[config.mk]
export PLATFORM = sky130hd
export DESIGN_NAME = layer_scheduler
export DESIGN_NICKNAME = d
export VERILOG_FILES = /design/src/rtl/layer_scheduler.sv
export SDC_FILE = /design/constraint.sdc
export NUM_CORES = 1
export LEC_CHECK = 0
export ABC_AREA = 1
export CORE_AREA = 3 3 137 99
export CTS_BUF_LIST = sky130_fd_sc_hd__clkbuf_16
export DETAILED_ROUTE_END_ITERATION = 12
export DIE_AREA = 0 0 140 102
export GPL_TIMING_DRIVEN = 0
export PLACE_DENSITY = 0.72
export SYNTH_ARGS = -nofsm -noshare
export SYNTH_HDL_FRONTEND = slang
export SYNTH_SLANG_ARGS = --single-unit
[constraint.sdc]
create_clock -name clk -period 2.1 [get_ports clk]
set_clock_uncertainty 0.1 [all_clocks]
set_input_delay 0.42 -clock clk [delete_from_list [all_inputs] [get_ports clk]]
set_output_delay 0.42 -clock clk [all_outputs]
set_load 0.1 [all_outputs]
[src/rtl/layer_scheduler.sv]
// Sequences a chain of layers one at a time, with a mandatory idle gap between
// layers, a per-layer watchdog, abort, and a busy-cycle counter.
module layer_scheduler #(
    parameter int NUM_LAYERS  = 18,
    parameter int TIMEOUT_CYC = 2_000_000,
    parameter int IDX_W       = $clog2(NUM_LAYERS)
) (
    input  logic                  clk,
    input  logic                  rst_n,
    input  logic                  start,
    input  logic                  abort,
    input  logic [NUM_LAYERS-1:0] skip_mask,
    output logic [NUM_LAYERS-1:0] layer_start,
    input  logic [NUM_LAYERS-1:0] layer_done,
    output logic                  busy,
    output logic                  done,
    output logic                  error,
    output logic [IDX_W-1:0]      err_layer,
    output logic [IDX_W-1:0]      cur_layer,
    output logic [31:0]           run_cycles
);

    localparam int WD_W = $clog2(TIMEOUT_CYC + 1);

    typedef enum logic [2:0] {IDLE, ISSUE, GAP, FINISH, ERROR} state_t;

    state_t                  state, state_d;
    logic [NUM_LAYERS-1:0]   mask_q, mask_d;
    logic [WD_W-1:0]         wdog, wdog_d;
    logic [IDX_W-1:0]        cur_d, err_d;
    logic [31:0]             run_d;
    logic [NUM_LAYERS-1:0]   ls_d;
    logic                    busy_d, done_d, error_d;

    logic                    first_found, nxt_found;
    logic [IDX_W-1:0]        first_idx, nxt_idx;

    // Lowest non-skipped layer in the incoming mask, and lowest non-skipped
    // layer strictly above cur_layer in the latched mask (no wrap).
    always_comb begin
        first_found = 1'b0;
        first_idx   = '0;
        nxt_found   = 1'b0;
        nxt_idx     = '0;
        for (int i = NUM_LAYERS - 1; i >= 0; i--) begin
            if (!skip_mask[i]) begin
                first_found = 1'b1;
                first_idx   = IDX_W'(i);
            end
            if (!mask_q[i] && (i > int'(cur_layer))) begin
                nxt_found = 1'b1;
                nxt_idx   = IDX_W'(i);
            end
        end
    end

    // State and registered outputs
    always_ff @(posedge clk or negedge rst_n) begin
        if (!rst_n) begin
            state       <= IDLE;
            mask_q      <= '0;
            wdog        <= '0;
            cur_layer   <= '0;
            err_layer   <= '0;
            run_cycles  <= '0;
            layer_start <= '0;
            busy        <= 1'b0;
            done        <= 1'b0;
            error       <= 1'b0;
        end else begin
            state       <= state_d;
            mask_q      <= mask_d;
            wdog        <= wdog_d;
            cur_layer   <= cur_d;
            err_layer   <= err_d;
            run_cycles  <= run_d;
            layer_start <= ls_d;
            busy        <= busy_d;
            done        <= done_d;
            error       <= error_d;
        end
    end

    // Next state and datapath
    always_comb begin
        state_d = state;
        mask_d  = mask_q;
        wdog_d  = wdog;
        cur_d   = cur_layer;
        err_d   = err_layer;
        run_d   = run_cycles;

        if ((state == ISSUE || state == GAP) && run_cycles != 32'hFFFF_FFFF)
            run_d = run_cycles + 32'd1;
        if (state == ISSUE)
            wdog_d = wdog + WD_W'(1);

        if (abort) begin
            state_d = IDLE;
        end else begin
            case (state)
                IDLE, FINISH, ERROR: begin
                    if (start) begin
                        mask_d  = skip_mask;
                        err_d   = '0;
                        run_d   = '0;
                        wdog_d  = '0;
                        cur_d   = first_idx;
                        state_d = first_found ? ISSUE : FINISH;
                    end
                end
                ISSUE: begin
                    // done takes priority over a watchdog expiring in the same cycle
                    if (layer_done[cur_layer]) begin
                        if (nxt_found) begin
                            state_d = GAP;
                            cur_d   = nxt_idx;
                        end else begin
                            state_d = FINISH;
                        end
                    end else if (wdog == WD_W'(TIMEOUT_CYC - 1)) begin
                        state_d = ERROR;
                        err_d   = cur_layer;
                    end
                end
                GAP: begin
                    state_d = ISSUE;
                    wdog_d  = '0;
                end
                default: state_d = IDLE;
            endcase
        end
    end

    // Output values for the coming cycle, decoded from the next state
    always_comb begin
        ls_d = '0;
        if (state_d == ISSUE) begin
            for (int i = 0; i < NUM_LAYERS; i++)
                ls_d[i] = (IDX_W'(i) == cur_d);
        end
        busy_d  = (state_d == ISSUE) || (state_d == GAP);
        done_d  = (state_d == FINISH);
        error_d = (state_d == ERROR);
    end

endmodule

==> results.toml, run 1 <==
[status]
status = "finished with violations"
violations = "negative setup slack"

[cells_and_area]
fin_area_sq_um = 9340
final_core_util_pct = 75.7
nNetsFinal = 1048
drive_above_1_share_pct = 38.6
antenna_cells = 0
areaGrowthSynthToFinish_pct = 58.0

[worst_setup_path]
crit_chain = "clkinvlp_4, nor2_4, a31oi_4, a21boi_2, nand3_2, nor2_4, nand2_2, nand2_4, nand2_2, nand2_1, o21ai_1, nand2_2, nand2_4, nor2_8, nand3_4, nor2_2"
cp-start-kind = "flop"
path_common_cell = "nand2_2"
critPathArrivalTime_ns = 2.99
reg2regPathDepth = 16
worstSetupPathType = "flop to flop"
crit_path_max_fanout = 7
slowest_delay_ns = 0.50
cp-end-kind = "flop"
cp_slowest_cell = "dfrtp_4"
cp.required_ns = 2.29

[synth]
seq_area_frac_synth_pct = 44.0
synth_area_per_cell_sq_um = 7.40
synth_cell_types = 44
synth_area_leader_cell = "dfrtp_1"
synth_top_area_share_pct = 44.0
yosys-top-cells-area = "dfrtp_1, nand2_1, inv_1"
syn-instance-count = 799
netlist_area_sq_um = 5910
ys_ff_latch = 104
yosysWarningCount = 0
syn-num-nets = 841

[min_path]
hold_path.class = "flop to flop"
holdPathStages = 2

[clock_network]
cts_tree = "built"
cts-root-buf = "clkbuf_16"
cts_buffer_depth = 2
ctsHtreeMaxLevel = 3
clkSinkCount = 104
worstSkewPairLatency_ns = 0.36
clk_pin_slew_ns = 0.08
cts_made_buffers = 9

[floorplanning]
dieArea_sq_um = 14300
row_count = 34
die_h_um = 102
io_pins = 103
die-width_um = 140
core-area_sq_um = 12300
initial_core_util_pct = 47.9

[sta]
setup_violations = 57
slew_headroom_pct = 34.5
setup_ws_ns = -0.702
fin_crit_sh_pct = 133
tns_ns = -18.64
hold_viol = 0
rsz0062_at_grt = "yes"
worst_slew_pin_slew_ns = 0.986
fmax_ghz = 0.357
period_minus_slack_ns = 2.80
drv_slew = 0

[global_route]
grt_pass1_vias = 6306
antenna_found_initial = 0
grt_max_degree = 60
grt_pass1_wl_mm = 31.6
grt.total_usage_pct = 27.6
grt_overflow_total = 0

[power]
internal_power_w = 0.00677
vdd_drop_max_mv = 1.18
clkPwrFrac_pct = 12.5
p_comb_share_pct = 66.0
p_sw_w = 0.00729
sequentialPowerShare_pct = 21.5
power_w = 0.0141
cellPowerDensity_nw_per_um2 = 1500
swShare_pct = 51.9
p_leak_nw = 4.16

[flow_run]
drv_cap = 0

[placement]
hpwlAfterDp_mm = 13.0
place_area_sq_um = 7430
place.gp.congestion = 0.917
port_buffers = 101

[drt]
drtIter0Drc = 681
drc = 0
firstDrtPassIters = 7
ant_nets = 0
vias_per_cell = 5.83
drt-total-wl_mm = 22.3
via_count = 6837
wire_per_inst_um = 19.0
==> metal layers <==
layer / part of all wire [%] / GRT usage [%] / up-vias
met2: 46 / 47.1 / 475
met5: 0 / 0 / -
met4: 4.6 / 7.74 / 0
li1: - / - / 3035
met3: 9.2 / 6.17 / 113
met1: 40 / 36.0 / 3214
==> sequential cells by signal, indices dropped and copies added, names as in the netlist <==
| name | count |
|---|---|
| error | 1 |
| busy | 1 |
| err_layer | 5 |
| wdog | 21 |
| layer_start | 18 |
| state | 3 |
| done | 1 |
| run_cycles | 32 |
| mask_q | 17 |
| cur_layer | 5 |
==> power by group through the flow <==
stage | clock (W) | sequential, W | combinational [W]
3_5_place_dp | 0 | 0.00300 | 0.00589
2_1_floorplan | 0 | 0.00444 | 0.00300
5_1_grt | 0.00185 | 0.00305 | 0.00968
6_report | 0.00176 | 0.00302 | 0.00928
3_3_place_gp | 0 | 0.00298 | 0.00576
4_1_cts | 0.00175 | 0.00297 | 0.00755
==> cells in the final DEF (no fill, tap or decap), types with 6 or more instances in the layout <==
cell type        Yosys  layout
nand2_1            198     168
inv_1              105      84
buf_4                0      77
dfrtp_1            104      67
nor2_1              92      53
clkdlybuf4s50_1      0      37
clkdlybuf4s15_2      0      34
nand3_1             42      33
a21oi_1             37      31
dfrtp_4              0      27
o21ai_0             44      26
nor2_2               6      24
nor2_4               1      22
nand2_4              3      22
nor3_1              35      21
nand4_1             20      20
inv_2                8      19
dlygate4sd2_1        0      19
buf_6                0      18
nand2_2              7      16
xor2_1              16      15
clkbuf_16            0      11
o21ai_2              0      10
o21ai_1              3      10
dfrtp_2              0      10
nand3_2              5       8
nor4_1              12       8
inv_6                0       7
nor3_4               0       7
nor3_2               0       7
a21oi_2              1       6
nand3_4              0       6
clkdlybuf4s15_1      0       6
==> final timing paths <==
kind | startpoint | slack, ns | end
setup / recovery | cur_layer[3] | -0.70 | layer_start[12]
hold / removal | err_layer[3] | 0.40 | err_layer[3]
setup reg to reg | cur_layer[3] | -0.70 | layer_start[12]
hold reg to reg | err_layer[3] | 0.40 | err_layer[3]
max in group asynchronous | rst_n | 0.63 | run_cycles[25]
min in group asynchronous | rst_n | 0.51 | layer_start[12]
==> cells in the mapped netlist, drive strengths merged <==
master and instances:
nand2 208, inv 113, dfrtp 104, nor2 100, nand3 47, o21ai 47, a21oi 39, nor3 35
nand4 20, xor2 16, nor4 12, clkbuf 10, a211oi 6, o211ai 5, o311ai 5, a22oi 4
a31oi 4, nor3b 4, clkinv 3, xnor2 3, a21boi 2, and2 2, buf 2, ha 2
a21o 1, a221oi 1, a32oi 1, o21a 1, o21ba 1, or4 1
==> area by class of cell <==
class                   instances  area (sq um)
well taps                     162           203
inverters                     116           483
clock inverters                 7          75.1
clock buffers                   9           225
multi-input cells             567          3660
repair buffers                198          1870
flip-flops and latches        104          2720
fillers                       802          2990
plain buffers                  10           111
==> worst max-delay path: cells and delay by family, from the launching register on <==
kind,cells,cell delay [ns]
DFF,1,0.50
AOI/OAI and AO/OA,3,0.44
and+or+nand+nor,12,1.49
buffers and inverters,1,0.18
==> cell families after synthesis <==
kind of cell / count (synthesis) / synth area share (%)
and+or+nand+nor: 429 / 32.5
buffers and inverters: 128 / 8.17
AOI/OAI and AO/OA: 117 / 12.1
DFF: 104 / 44.0
xor gates and xnor gates: 19 / 2.81
adders and majority gates: 2 / 0.423
==> per-stage QoR <==
stage          hold WS [ns]  std cells  setup slack [ns]
2_1_floorplan        0.0244        799            -0.335
3_3_place_gp          0.372       1062             -4.12
3_5_place_dp          0.364       1063            -0.998
4_1_cts               0.392       1142            -0.368
5_1_grt               0.420       1173            -0.760
6_report              0.398       1173            -0.702
==> what timing repair did <==
item | 4_1_cts | 5_1_grt
setup endpoints to repair | 160 | 110
endpoints found under the hold margin | 4 | 0
pin swaps | 22 | 67
resized for setup | 261 | 142
hold buffers | 1 | 0
gates cloned | 1 | 0
buffers inserted | 62 | 36
Note: power is estimated with default switching activity, not from simulation.
==> run 2: changes to the inputs <==
CAP_MARGIN = 15   (was default)
==> run 2 against run 1 <==
Worst hold slack lost 0.090 ns. Count of clock-buffer cells in the layout unchanged. Fmax increased by 4.5%. The flow still finishes with violations (negative setup slack). Routed wire length is 3.3% lower. Utilization fell by 1.2 points. Highest routed layer unchanged. Total power decreased by 5.1%.
==> results.toml, run 2 (synthesis gave the netlist of run 1 again) <==
[status]
status = "finished with violations"
violations = "negative setup slack"

[floorplanning]
io_pins = 103
die_h_um = 102
initial_core_util_pct = 47.9
row_count = 34
die-width_um = 140
core-area_sq_um = 12300
dieArea_sq_um = 14300

[sta]
period_minus_slack_ns = 2.68
worst_slew_pin_slew_ns = 0.982
fmax_ghz = 0.373
slew_headroom_pct = 34.8
tns_ns = -14.73
drv_slew = 0
hold_viol = 0
setup_violations = 58
setup_ws_ns = -0.582
rsz0062_at_grt = "yes"
fin_crit_sh_pct = 128

[worst_setup_path]
critPathArrivalTime_ns = 2.87
worstSetupPathType = "flop to flop"
slowest_delay_ns = 0.54
rrSetupSlack_ns = -0.58
timing.rr.start = "cur_layer[4]"
path_buf_inv = 4
timing.rr.end = "layer_start[16]"
crit_family = "simple AND/OR/NAND/NOR gates"
cp.required_ns = 2.28
cp_slowest_cell = "dfrtp_4"
startpoint = "cur_layer[4]"
crit_path_max_fanout = 8
reg2regPathDepth = 18
cp-start-kind = "flop"
crit_chain = "nor2_4, nand2_4, nor3_2, inv_1, nand2_2, nor2_4, inv_2, nor2_4, nand2_2, nand2_4, inv_2, nand2_1, nand2_1, nand2_1, o21ai_4, buf_4, nand2_4, nor2_1"
endpoint = "layer_start[16]"
cp.depth = 18
cp-end-kind = "flop"

[drt]
via_count = 6643
ant_nets = 0
drt-total-wl_mm = 21.6
drc = 0
vias_per_cell = 5.71
firstDrtPassIters = 7
drtIter0Drc = 623
wire_per_inst_um = 18.6

[cells_and_area]
nNetsFinal = 1039
final_cell_mix = "nand2_1, inv_1, buf_4, dfrtp_1, nor2_1"
layout.cells.most_common = "nand2_1"
areaGrowthSynthToFinish_pct = 55.6
fin_area_sq_um = 9200
antenna_cells = 0
fillers = 864
final_core_util_pct = 74.6
multi_input_area_sq_um = 3620
top_regs = "run_cycles x32, wdog x21, layer_start x18"
seq_area_sq_um = 2720
largest_reg_flops = 32
regMostFlops = "run_cycles"
drive_above_1_share_pct = 38.7

[clock_network]
worstSkewPairLatency_ns = 0.36
cts_made_buffers = 9
clk_pin_slew_ns = 0.08
cts_buffer_depth = 2
ctsHtreeMaxLevel = 3
cts_tree = "built"
cts-root-buf = "clkbuf_16"
clkSinkCount = 104

[power]
p_leak_nw = 4.07
cellPowerDensity_nw_per_um2 = 1450
vdd_drop_max_mv = 1.05
power_w = 0.0133

[min_path]
hold_path.class = "input pin to flop"
hold_start = "skip_mask[17]"

[placement]
place_area_sq_um = 7430
place.gp.congestion = 0.917
port_buffers = 101
hpwlAfterDp_mm = 13.0

[global_route]
grt_max_degree = 60
grt_pass1_wl_mm = 30.9
grt.total_usage_pct = 26.9
grt_overflow_total = 0
grt_pass1_vias = 6232
antenna_found_initial = 0

[flow_run]
drv_cap = 0
[run 2: how the worst min path moves through the flow]
| stage | end | depth (start not counted) |
|---|---|---|
| 2_1_floorplan | busy | 0 |
| 3_3_place_gp | mask_q[1] | 2 |
| 3_5_place_dp | mask_q[13] | 1 |
| 4_1_cts | err_layer[3] | 2 |
| 5_1_grt | mask_q[17] | 3 |
| 6_report | mask_q[17] | 3 |
[run 2: cell type report]
class	count	share of cell area (%)
repair buffers	188	19.1
plain buffers	11	1.21
inverters	116	5.17
well taps	162	2.20
multi-input cells	567	39.4
flip-flops and latches	104	29.5
clock inverters	7	0.952
clock buffers	9	2.45
[run 2: power by group]
part,total (W),switching [W],internal [W],leakage (nW)
combinational,0.00856,0.00564,0.00292,2.59
sequential,0.00299,0.000463,0.00253,1.33
clock,0.00180,0.000847,0.000949,0.146
total,0.0133,0.00695,0.00640,4.07
[run 2: per-stage QoR]
step | std cells | setup WS (ns) | hold slack, ns
finish | 1164 | -0.582 | 0.308
CTS | 1129 | -0.391 | 0.389
global route | 1164 | -0.755 | 0.342
floorplan | 799 | -0.335 | 0.0244
global placement | 1062 | -4.12 | 0.372
detailed placement | 1063 | -0.986 | 0.363
[run 2: what timing repair did]
item                       in CTS  in global routing
gates resized for setup       237                163
setup endpoints to repair     160                119
hold buffers                    1                  0
hold endpoints to repair       16                  0
pin swaps                      60                 58
gates cloned                    0                  1
setup buffers                  51                 36
[run 2: tightest hold or removal path: stages]
cell and delay (ns):
dlymetal6s2s_1 0.17, nand2_1 0.07, o21ai_0 0.07
[run 2: layer usage]
layer	routed length (um)	global-route usage (%)	vias up	part of all wire [%]
li1	-	-	3018	-
met1	8880	35.5	3205	41
met2	10300	44.8	347	48
met3	1740	6.78	73	8.1
met4	682	7.30	0	3.2
met5	0	0	-	0
==> RTL change (config.mk and constraints of run 1) <==
Put one more register stage on the output `done`, without a reset. The value now appears one clock later. The other outputs are not delayed to match. Comments in the files are not updated.
--- a/src/rtl/layer_scheduler.sv
+++ b/src/rtl/layer_scheduler.sv
@@ -24,4 +24,6 @@
 
     typedef enum logic [2:0] {IDLE, ISSUE, GAP, FINISH, ERROR} state_t;
+
+    logic done_s0;
 
     state_t                  state, state_d;
@@ -66,5 +68,5 @@
             layer_start <= '0;
             busy        <= 1'b0;
-            done        <= 1'b0;
+            done_s0     <= 1'b0;
             error       <= 1'b0;
         end else begin
@@ -77,5 +79,5 @@
             layer_start <= ls_d;
             busy        <= busy_d;
-            done        <= done_d;
+            done_s0     <= done_d;
             error       <= error_d;
         end
@@ -145,4 +147,8 @@
     end
 
+    always_ff @(posedge clk) begin
+        done <= done_s0;
+    end
+
 endmodule
 
Formal check against the unedited RTL: not equivalent (Yosys sat finds a counterexample within 4 cycles, from zero or initial values and one cycle with rst_n low).
==> RTL change against run 1 <==
The run still ends with negative setup slack left. Fmax is 3.4% higher. Worst setup slack better by 0.092 ns. Routed wire length is 6.6% lower. Total power is 7.6% lower. Worst hold slack worse by 0.12 ns. Sequential cell count is 1 higher. Highest routed layer unchanged. Sequential share of layout area is 0.40 points higher. Synthesized area is 0.34% higher. Final area is 0.58% lower. Synthesized cell count is 0.13% higher. First-iteration DRC count is 2.9% lower.
==> RTL change: results (changes against run 1) <==
status=finished, violations left; violated checks=negative setup slack; drt pass-1 iters=5 (-2); RR Endpoint=layer_start[6]; post-synth cell types=45 (+2.3%); vias in the first global route=6,148 (-2.5%); Crit path arrival time=2.84 ns (-0.15 ns); DR iter-0 viols=661 (-2.9%); hold worst-path end=done; Power Clock=1.55 mW (-12%); GRT Util Overall=26.6% (-0.96 points); WHS Path Cells=0 (-2); XOR/XNOR Fraction of Synth Area=2.81% (-0.0095 points); Combinational Power Share=64.6% (-1.4 points); fraction of layout cells with a size suffix above 1=38.5% (-0.12 points); first-pass GRT wire length=30,900 um (-2.2%); metal2 WL=9860 um (-3.8%); Slew @ Worst Pin=0.978 ns (-0.00857 ns); adder-cell share of the synthesized area=0.422% (-0.0014 points); worst vdd ir=0.993 mV (-16%); net load switching power=6.77 mW (-7.2%); Static Leakage=4.19 nW (+0.57%); Layout Nets=1,046 (-0.19%); met3 Resource Use GR=5.05% (-1.1 points); Routed WL per cell=17.8 um (-6.4%); endpoints failing setup=68 (+19%); Vias=6,608 (-3.3%); syn nets=842 (+0.12%); PnR worst setup slack=-0.610 ns (+0.0915 ns); reg2reg path depth=19 (+3); asr flop ratio synth=99.0% (-0.95 points); combinational cell power=8.39 mW (-9.6%); Placed Area=7450 um2 (+0.27%); detailed-placement wirelength estimate=13,000 um (-0.55%); GR Util met2=43.3% (-3.7 points); gp weighted congestion=0.919 (+0.22%); top post-synthesis cells by area=dfrtp_1, nand2_1, inv_1; register area share after synthesis=44.2% (+0.19 points); met3 wire len=1710 um (-17%); Synth Area in Compound Gates=12.0% (-0.041 points)
RTL change: changes by cell type after synthesis:
cell / change
dfxtp_1: +1
RTL change: through the flow:
stage,setup WS (ns),util [%],TNS [ns],hold WS [ns],std cells
2_1_floorplan,-0.335,-,-8.04,0.0244,800
5_1_grt,-0.696,75.3,-24.98,0.290,1171
3_3_place_gp,-4.14,60.2,-422.76,0.234,1063
4_1_cts,-0.364,69.2,-8.51,0.265,1137
6_report,-0.610,75.3,-17.84,0.280,1171
3_5_place_dp,-0.942,60.4,-46.93,0.235,1064
RTL change: repair_timing:
action | CTS | global route
buffers inserted | 57 | 39
gates resized for setup | 246 | 145
pin swaps | 42 | 62
endpoints found under the setup margin | 159 | 103
hold buffers | 1 | 0
endpoints found under the hold margin | 3 | 0
RTL change: worst max-delay path, stage by stage (launching register included):
cell	delay, ns
dfrtp_4	0.57
nor2_4	0.29
inv_2	0.08
nor3_4	0.21
inv_2	0.06
nand2_2	0.08
nor2_2	0.05
inv_2	0.06
nor2_4	0.04
nand2_2	0.08
nand2_4	0.10
buf_4	0.15
inv_2	0.06
nand2_1	0.06
nand2_1	0.08
nand2_2	0.07
o21ai_4	0.12
inv_2	0.13
nand2_4	0.13
nor2_1	0.06
RTL change: area by class of cell:
type	instances	area, um2
plain buffers	11	115
clock buffers	9	225
clock inverters	7	41.3
fillers	852	3050
inverters	116	482
multi-input cells	567	3630
flip-flops and latches	105	2740
well taps	162	203
repair buffers	194	1860
RTL change: worst max-delay path by stage:
stage                          end  slack [ns]  cells past startpoint
floorplan           layer_start[1]       -0.34                     19
global placement    run_cycles[24]       -4.14                      1
detailed placement   run_cycles[1]       -0.94                      9
CTS                 layer_start[8]       -0.36                     19
global route        layer_start[6]       -0.70                     19
finish              layer_start[6]       -0.61                     19
